--- config.mk ---
export PLATFORM = sky130hd
export DESIGN_NAME = fan_packet_tx
export DESIGN_NICKNAME = d
export VERILOG_FILES = /design/src/rtl/fan_packet_tx.sv
export SDC_FILE = /design/constraint.sdc
export NUM_CORES = 1
export LEC_CHECK = 0
export BUFFER_PORTS_ARGS = -buffer_cell sky130_fd_sc_hd__buf_2
export CORE_MARGIN = 10
export CORE_UTILIZATION = 55
export CTS_BUF_LIST = sky130_fd_sc_hd__clkbuf_2
export CTS_CLUSTER_DIAMETER = 150
export CTS_CLUSTER_SIZE = 24
export DETAILED_ROUTE_END_ITERATION = 6
export PLACE_DENSITY = 0.72
export SYNTH_ARGS = -nofsm -noshare
export SYNTH_HDL_FRONTEND = slang
export SYNTH_SLANG_ARGS = --single-unit
--- constraint.sdc ---
create_clock -name ref_clk -period 3.7 [get_ports ref_clk]
set_input_delay 0.925 -clock ref_clk [delete_from_list [all_inputs] [get_ports ref_clk]]
set_output_delay 0.925 -clock ref_clk [all_outputs]
set_load 0.05 [all_outputs]
--- src/rtl/fan_packet_tx.sv ---
// OOK transmitter for a fan remote. Each frame is a sync symbol, 18 pulse-width
// coded bits (address then command code), and a low tail.
module fan_packet_tx #(
    parameter int          SYM_DIV   = 1000,
    parameter int          TAIL_SYMS = 20,
    parameter logic [11:0] ADDR      = 12'h5A3
) (
    input  logic       ref_clk,
    input  logic       reset,
    input  logic       start_packet,
    input  logic [2:0] cmd,
    output logic       rf_out,
    output logic       busy
);

    typedef enum logic [1:0] {
        IDLE = 2'd0,
        SYNC = 2'd1,
        DATA = 2'd2,
        TAIL = 2'd3
    } state_t;

    localparam logic [15:0] SYM_LAST  = 16'(SYM_DIV - 1);
    localparam logic [7:0]  TAIL_LAST = 8'(TAIL_SYMS - 1);
    localparam logic [4:0]  BIT_LAST  = 5'd17;
    localparam logic [1:0]  SLOT_LAST = 2'd2;

    state_t      state;
    state_t      state_n;
    logic [15:0] sym_cnt;
    logic [15:0] sym_cnt_n;
    logic [1:0]  slot_cnt;
    logic [1:0]  slot_cnt_n;
    logic [4:0]  bit_idx;
    logic [4:0]  bit_idx_n;
    logic [7:0]  tail_cnt;
    logic [7:0]  tail_cnt_n;
    logic [5:0]  code;
    logic [5:0]  code_n;
    logic [5:0]  cmd_code;
    logic        cmd_valid;
    logic        sym_end;
    logic [17:0] frame_bits_n;
    logic        rf_out_n;
    logic        busy_n;

    // Command decode; codes 5..7 have no mapping and never start a frame.
    always_comb begin
        cmd_code  = 6'h00;
        cmd_valid = 1'b1;
        case (cmd)
            3'd0:    cmd_code = 6'h01;
            3'd1:    cmd_code = 6'h02;
            3'd2:    cmd_code = 6'h04;
            3'd3:    cmd_code = 6'h08;
            3'd4:    cmd_code = 6'h10;
            default: cmd_valid = 1'b0;
        endcase
    end

    assign sym_end = (sym_cnt == SYM_LAST);

    always_ff @(posedge ref_clk) begin
        if (reset) begin
            state    <= IDLE;
            sym_cnt  <= '0;
            slot_cnt <= '0;
            bit_idx  <= '0;
            tail_cnt <= '0;
            code     <= '0;
            rf_out   <= 1'b0;
            busy     <= 1'b0;
        end else begin
            state    <= state_n;
            sym_cnt  <= sym_cnt_n;
            slot_cnt <= slot_cnt_n;
            bit_idx  <= bit_idx_n;
            tail_cnt <= tail_cnt_n;
            code     <= code_n;
            rf_out   <= rf_out_n;
            busy     <= busy_n;
        end
    end

    // Next-state and counter update; the symbol counter free-runs outside IDLE
    // and every coarser counter advances only on its wrap.
    always_comb begin
        state_n    = state;
        sym_cnt_n  = sym_cnt;
        slot_cnt_n = slot_cnt;
        bit_idx_n  = bit_idx;
        tail_cnt_n = tail_cnt;
        code_n     = code;

        case (state)
            IDLE: begin
                sym_cnt_n  = '0;
                slot_cnt_n = '0;
                bit_idx_n  = '0;
                tail_cnt_n = '0;
                if (start_packet && cmd_valid) begin
                    state_n = SYNC;
                    code_n  = cmd_code;
                end
            end
            SYNC: begin
                if (sym_end) begin
                    state_n    = DATA;
                    sym_cnt_n  = '0;
                    slot_cnt_n = '0;
                    bit_idx_n  = '0;
                end else begin
                    sym_cnt_n = sym_cnt + 16'd1;
                end
            end
            DATA: begin
                if (sym_end) begin
                    sym_cnt_n = '0;
                    if (slot_cnt >= SLOT_LAST) begin
                        slot_cnt_n = '0;
                        if (bit_idx >= BIT_LAST) begin
                            state_n    = TAIL;
                            bit_idx_n  = '0;
                            tail_cnt_n = '0;
                        end else begin
                            bit_idx_n = bit_idx + 5'd1;
                        end
                    end else begin
                        slot_cnt_n = slot_cnt + 2'd1;
                    end
                end else begin
                    sym_cnt_n = sym_cnt + 16'd1;
                end
            end
            TAIL: begin
                if (sym_end) begin
                    sym_cnt_n = '0;
                    if (tail_cnt >= TAIL_LAST) begin
                        state_n    = IDLE;
                        tail_cnt_n = '0;
                    end else begin
                        tail_cnt_n = tail_cnt + 8'd1;
                    end
                end else begin
                    sym_cnt_n = sym_cnt + 16'd1;
                end
            end
            default: begin
                state_n = IDLE;
            end
        endcase
    end

    // Outputs are derived from the next-cycle values so they can be registered
    // without adding a cycle of latency after acceptance.
    always_comb begin
        frame_bits_n = {ADDR, code_n};
        rf_out_n     = 1'b0;
        busy_n       = (state_n != IDLE);
        case (state_n)
            SYNC: rf_out_n = 1'b1;
            DATA: begin
                case (slot_cnt_n)
                    2'd0:    rf_out_n = 1'b1;
                    2'd1:    rf_out_n = frame_bits_n[BIT_LAST - bit_idx_n];
                    default: rf_out_n = 1'b0;
                endcase
            end
            default: rf_out_n = 1'b0;
        endcase
    end

endmodule

* After elaboration in Yosys (flattened, before gate mapping)
Index checks and enable logic that the tools add are counted.
** Storage, ports and cells
- Bits in registers :: 41
- Input port bits :: 6
** Operators by class
- Add/sub/neg operators :: 5
- Magnitude comparators :: 4
- Equality and inequality tests :: 15
- Muxes and demuxes :: 33
- Reductions and logical operators :: 9
** Operator list (number)
- $mux W8 :: 5
- $pmux W16 S2 :: 1
- $pmux W5 S5 :: 1
- $pmux W8 S3 :: 1
- $mux W2 :: 10
- $mux W5 :: 4
- $add A16 B1 Y16 const B :: 1
- $eq A16 B10 Y1 const B :: 1
- $mux W16 :: 1
- $pmux W5 S3 :: 1
- $mux W6 :: 2
- $add A8 B1 Y8 const B :: 1
- $ge A8 B5 Y1 const B :: 1
- $ne A2 B2 Y1 const B :: 4
- $pmux W2 S4 :: 1
- $eq A2 B1 Y1 const B :: 3
- $eq A2 B2 Y1 const B :: 3
- $eq A3 B2 Y1 const B :: 2
- $lt A5 B6 Y1 const B :: 1
- $pmux W2 S3 :: 1
- $add A5 B1 Y5 const B :: 1
- $bmux W1 S5 :: 1
- $ge A5 B5 Y1 const B :: 1
- $reduce_and A5 Y1 :: 1
- other kinds (14) :: 17

* Logic depth before layout (Yosys ltp)
- Word-level depth :: 10
- Mapped depth :: 14
- Depth with buffers taken out :: 14

* Worst setup path after synthesis
OpenSTA, ideal clock, no wires.
- Kind :: register to register
- Start point :: reg bit_idx[1]
- End point :: reg rf_out
- Library setup time :: 126 ps
- Data arrival time :: 3183 ps
- Setup slack :: 392 ps
- Stages on the path, launching flop included :: 14
- Buffers on the path :: 0
- Cells stage by stage :: dfxtp_1 > inv_1 > ha_1 > or4_1 > o21a_1 > o41ai_2 > o21a_4 > inv_1 > ha_1 > or4_1 > a31oi_2 > nor4_1 > o2111ai_1 > a31oi_1
** Between the ends
- Word-level cells in the longest chain between the ends :: 10
- Elaborated cells on any way between the ends :: 18
** Ends and longest elaborated chain
- start: declaration :: line 34 : logic [4:0] bit_idx;
- start signal: assignment :: line 77 : bit_idx <= bit_idx_n;
- $add A5 B1 Y5 / $ge A5 B5 Y1 (equally long branches) :: line 126, 121
- $mux W5 :: line 121 : if (bit_idx >= BIT_LAST) begin
- $mux W5 :: line 119 : if (slot_cnt >= SLOT_LAST) begin
- $mux W5 :: line 117 : if (sym_end) begin
- $pmux W5 S3 (*) :: line 95 : case (state)
- net bit_idx_n[1] :: line 35 : logic [4:0] bit_idx_n;
- $sub A5 B5 Y5 (*) :: line 165 : 2'd1: rf_out_n = frame_bits_n[BIT_LAST - bit_idx_n];
- $bmux W1 S5 (*) :: line 165
- $mux W1 (implied by the code) (*) :: line 165
- $pmux W1 S2 (*) :: line 163 : case (slot_cnt_n)
- $pmux W1 S2 (*) :: line 160 : case (state_n)
- end signal: assignment :: line 80 : rf_out <= rf_out_n;
- end: declaration :: line 12 : output logic rf_out,
The timed path passes the listed nets; every way through them passes the cells marked *. The select of a mux whose other input is x is not followed.
A chain may end at the register's enable or synchronous reset.

* Final worst setup path
Ends and elaborated chain as after synthesis.

==> reports/qor.yml <==
status: "finished clean"
synth_top_area_frac: 0.3469
crit_type: "flop to flop"
synth-edff-count: 0
cts-root-buf: "clkbuf_2"
clock_skew_ns: 0.02424
dieArea_mm2: 0.007326
ioPinCount: 8
syn2layout_area_growth_pct: 7.298
antenna_found_initial: 0
yosysMostFrequentCell: "nor2_1"
ir_drop_mv: 0.2194
ys_top_cells_by_count: "nor2_1 (42), dfxtp_1 (41), nand2_1 (16)"
dp_slack_ns: 0.1513
cts_hold_buf: 0
start_util: 0.5790
synth_area_leaders: "dfxtp_1 (35%), nor2_1 (6.7%), ha_1 (5.3%)"
rsz0062_at_grt: "no"
antenna_cells: 0
fin_ws_ns: 0.1978
holdWs_ns: 0.4631
clockBufferDepth: 2
ant_nets: 0
drtIter0Drc: 97
cp-endpoint: "rf_out"
rr_worst_depth: 13
yosys_warnings: 0
vias_per_cell: 6.104
vias: 2057
worst_pin_slew_ns: 0.5780
drv_cap: 0
die_h_um: 85.59
netlist_area_mm2: 0.002366
synth.distinct_cells: 60
dpl_cell_area_mm2: 0.002471
synth_flop_cell: "dfxtp_1"
relSlewSlack: 0.6136
powerDensity_mw_per_mm2: 305.8
post_drt_wl_per_cell_um: 14.95
tns_ns: 0
drive_gt1_frac: 0.1254
htreeDepth: 2
grt_max_degree: 21
cts_tree: "done"
post-route-period-util: 0.9465
hold_class: "flop to flop"
nNetsFinal: 302
finalHoldViolations: 0
fmax_mhz: 285.5
cp-end-kind: "flop"
insertion_delay_ns: 0.41
syn-num-nets: 290
drt-total-wl_um: 5038
drcViolationCount: 0
core_area_mm2: 0.004086
gp_congestion: 0.8066
rows: 23
critPathRequiredTime_ns: 4.01
synth_seq_cells: 41
slew_violations: 0
grt_usage: 0.1394
tritoncts_num_sinks: 41
layout_min_cycle_time_ns: 3.502
grt_pass1_wl_um: 8728
leakagePower_nw: 0.9743
critical_path.startpoint: "bit_idx[1]"
path_max_fanout: 8
syn-mean-instance-area_um2: 8.635
grt_overflow: 0
dp_hpwl_um: 3683
first_global_vias: 1875
synth_seq_area_share: 0.3469
fin_area_mm2: 0.002539
r2r-end: "rf_out"
ff2ff_setup_slack_ns: 0.20
final_util: 0.6212
drtPass1Iterations: 5
clk_pin_slew_ns: 0.22
syn_inst: 274
numPortBuffers: 7
fp.dieW_um: 85.59
setup_viol: 0
synth_top_cell_by_area: "dfxtp_1"
cts_buffers: 5
synthArstFlopShare: 0
cp.arrival_ns: 3.82
crit_path_start_kind: "flop"
timing.rr.start: "bit_idx[1]"
==> final cells by class <==
class	instances	area [um^2]
repair buffers	11	65.06
clock buffers	6	30.03
clock inverters	2	33.78
inverters	12	45.04
multi-input cells	215	1478
well taps	50	62.56
flip-flops and latches	41	824.5
fillers	359	1548
==> per-layer routing <==
| metal | global-route usage | vias up | routed length [um] |
|---|---|---|---|
| met5 | 0 | - | 0 |
| met4 | 0.04042 | 0 | 66 |
| met3 | 0.03690 | 7 | 229 |
| met2 | 0.2078 | 49 | 2187 |
| met1 | 0.1906 | 966 | 2556 |
| li1 | - | 1035 | - |
==> placed cells by master (no fill, tap or decap), drive strengths merged, types with 3 or more instances in the layout <==
master,count
o21ai,15
nand2b,4
a21o,3
mux2i,4
nor2b,5
nand4,10
o31ai,3
nor4,5
o211a,3
nand3,8
xnor2,5
dfxtp,41
ha,10
and4,3
and3,8
mux2,3
or4,3
a31oi,4
nand2,16
buf,11
inv,12
or3,5
nor2,43
clkbuf,6
a21oi,14
nor3,6
xor2,8
==> metrics by stage <==
stage          total power, mW  cells
6_report                0.7763    337
3_3_place_gp            0.5196    329
2_1_floorplan           0.5035    274
3_5_place_dp            0.5191    329
4_1_cts                 0.7864    337
5_1_grt                 0.8096    337
==> power by group <==
group | internal, mW | switching, mW
sequential | 0.448 | 0.00283
clock | 0.115 | 0.150
combinational | 0.0199 | 0.0398
total | 0.583 | 0.193
==> registers in the layout, summed over array words and instances, names as in the netlist <==
register  count
sym_cnt      16
tail_cnt      8
code          6
bit_idx       5
slot_cnt      2
state         2
busy          1
rf_out        1
==> worst max-delay path: stages (launching register included) <==
cell,delay (ns)
dfxtp_4,0.44
inv_1,0.05
ha_1,0.18
or4_1,0.42
o21a_1,0.21
o41ai_2,0.25
o21a_4,0.22
inv_1,0.10
ha_1,0.37
or4_1,0.56
a31oi_2,0.23
nor4_1,0.10
o2111ai_1,0.20
a31oi_1,0.10
==> how the worst min path moves through the flow <==
stage                     cells after the start    endpoint        from  slack, ns
after floorplan                               2     code[5]     code[5]       0.42
after global placement                        2     code[5]     code[5]       0.43
after detailed placement                      2     code[5]     code[5]       0.43
after CTS                                     2     code[5]     code[5]       0.46
after global routing                          1  sym_cnt[0]  sym_cnt[0]       0.51
final                                         2     code[5]     code[5]       0.46
==> repair_timing <==
action	CTS	global route
hold endpoints to repair	0	0
gates resized for setup	0	2
setup endpoints to repair	0	1
setup buffers	0	0
==> cell families after synthesis <==
kind of cell / after synthesis / share of synthesized area
AOI/OAI and AO/OA: 61 / 0.1893
xor gates and xnor gates: 13 / 0.04812
adders and majority gates: 10 / 0.05288
buffers and inverters: 18 / 0.02855
DFF: 41 / 0.3469
muxes: 7 / 0.03279
and+or+nand+nor: 124 / 0.3014
Power figures use the tool's default switching activity.
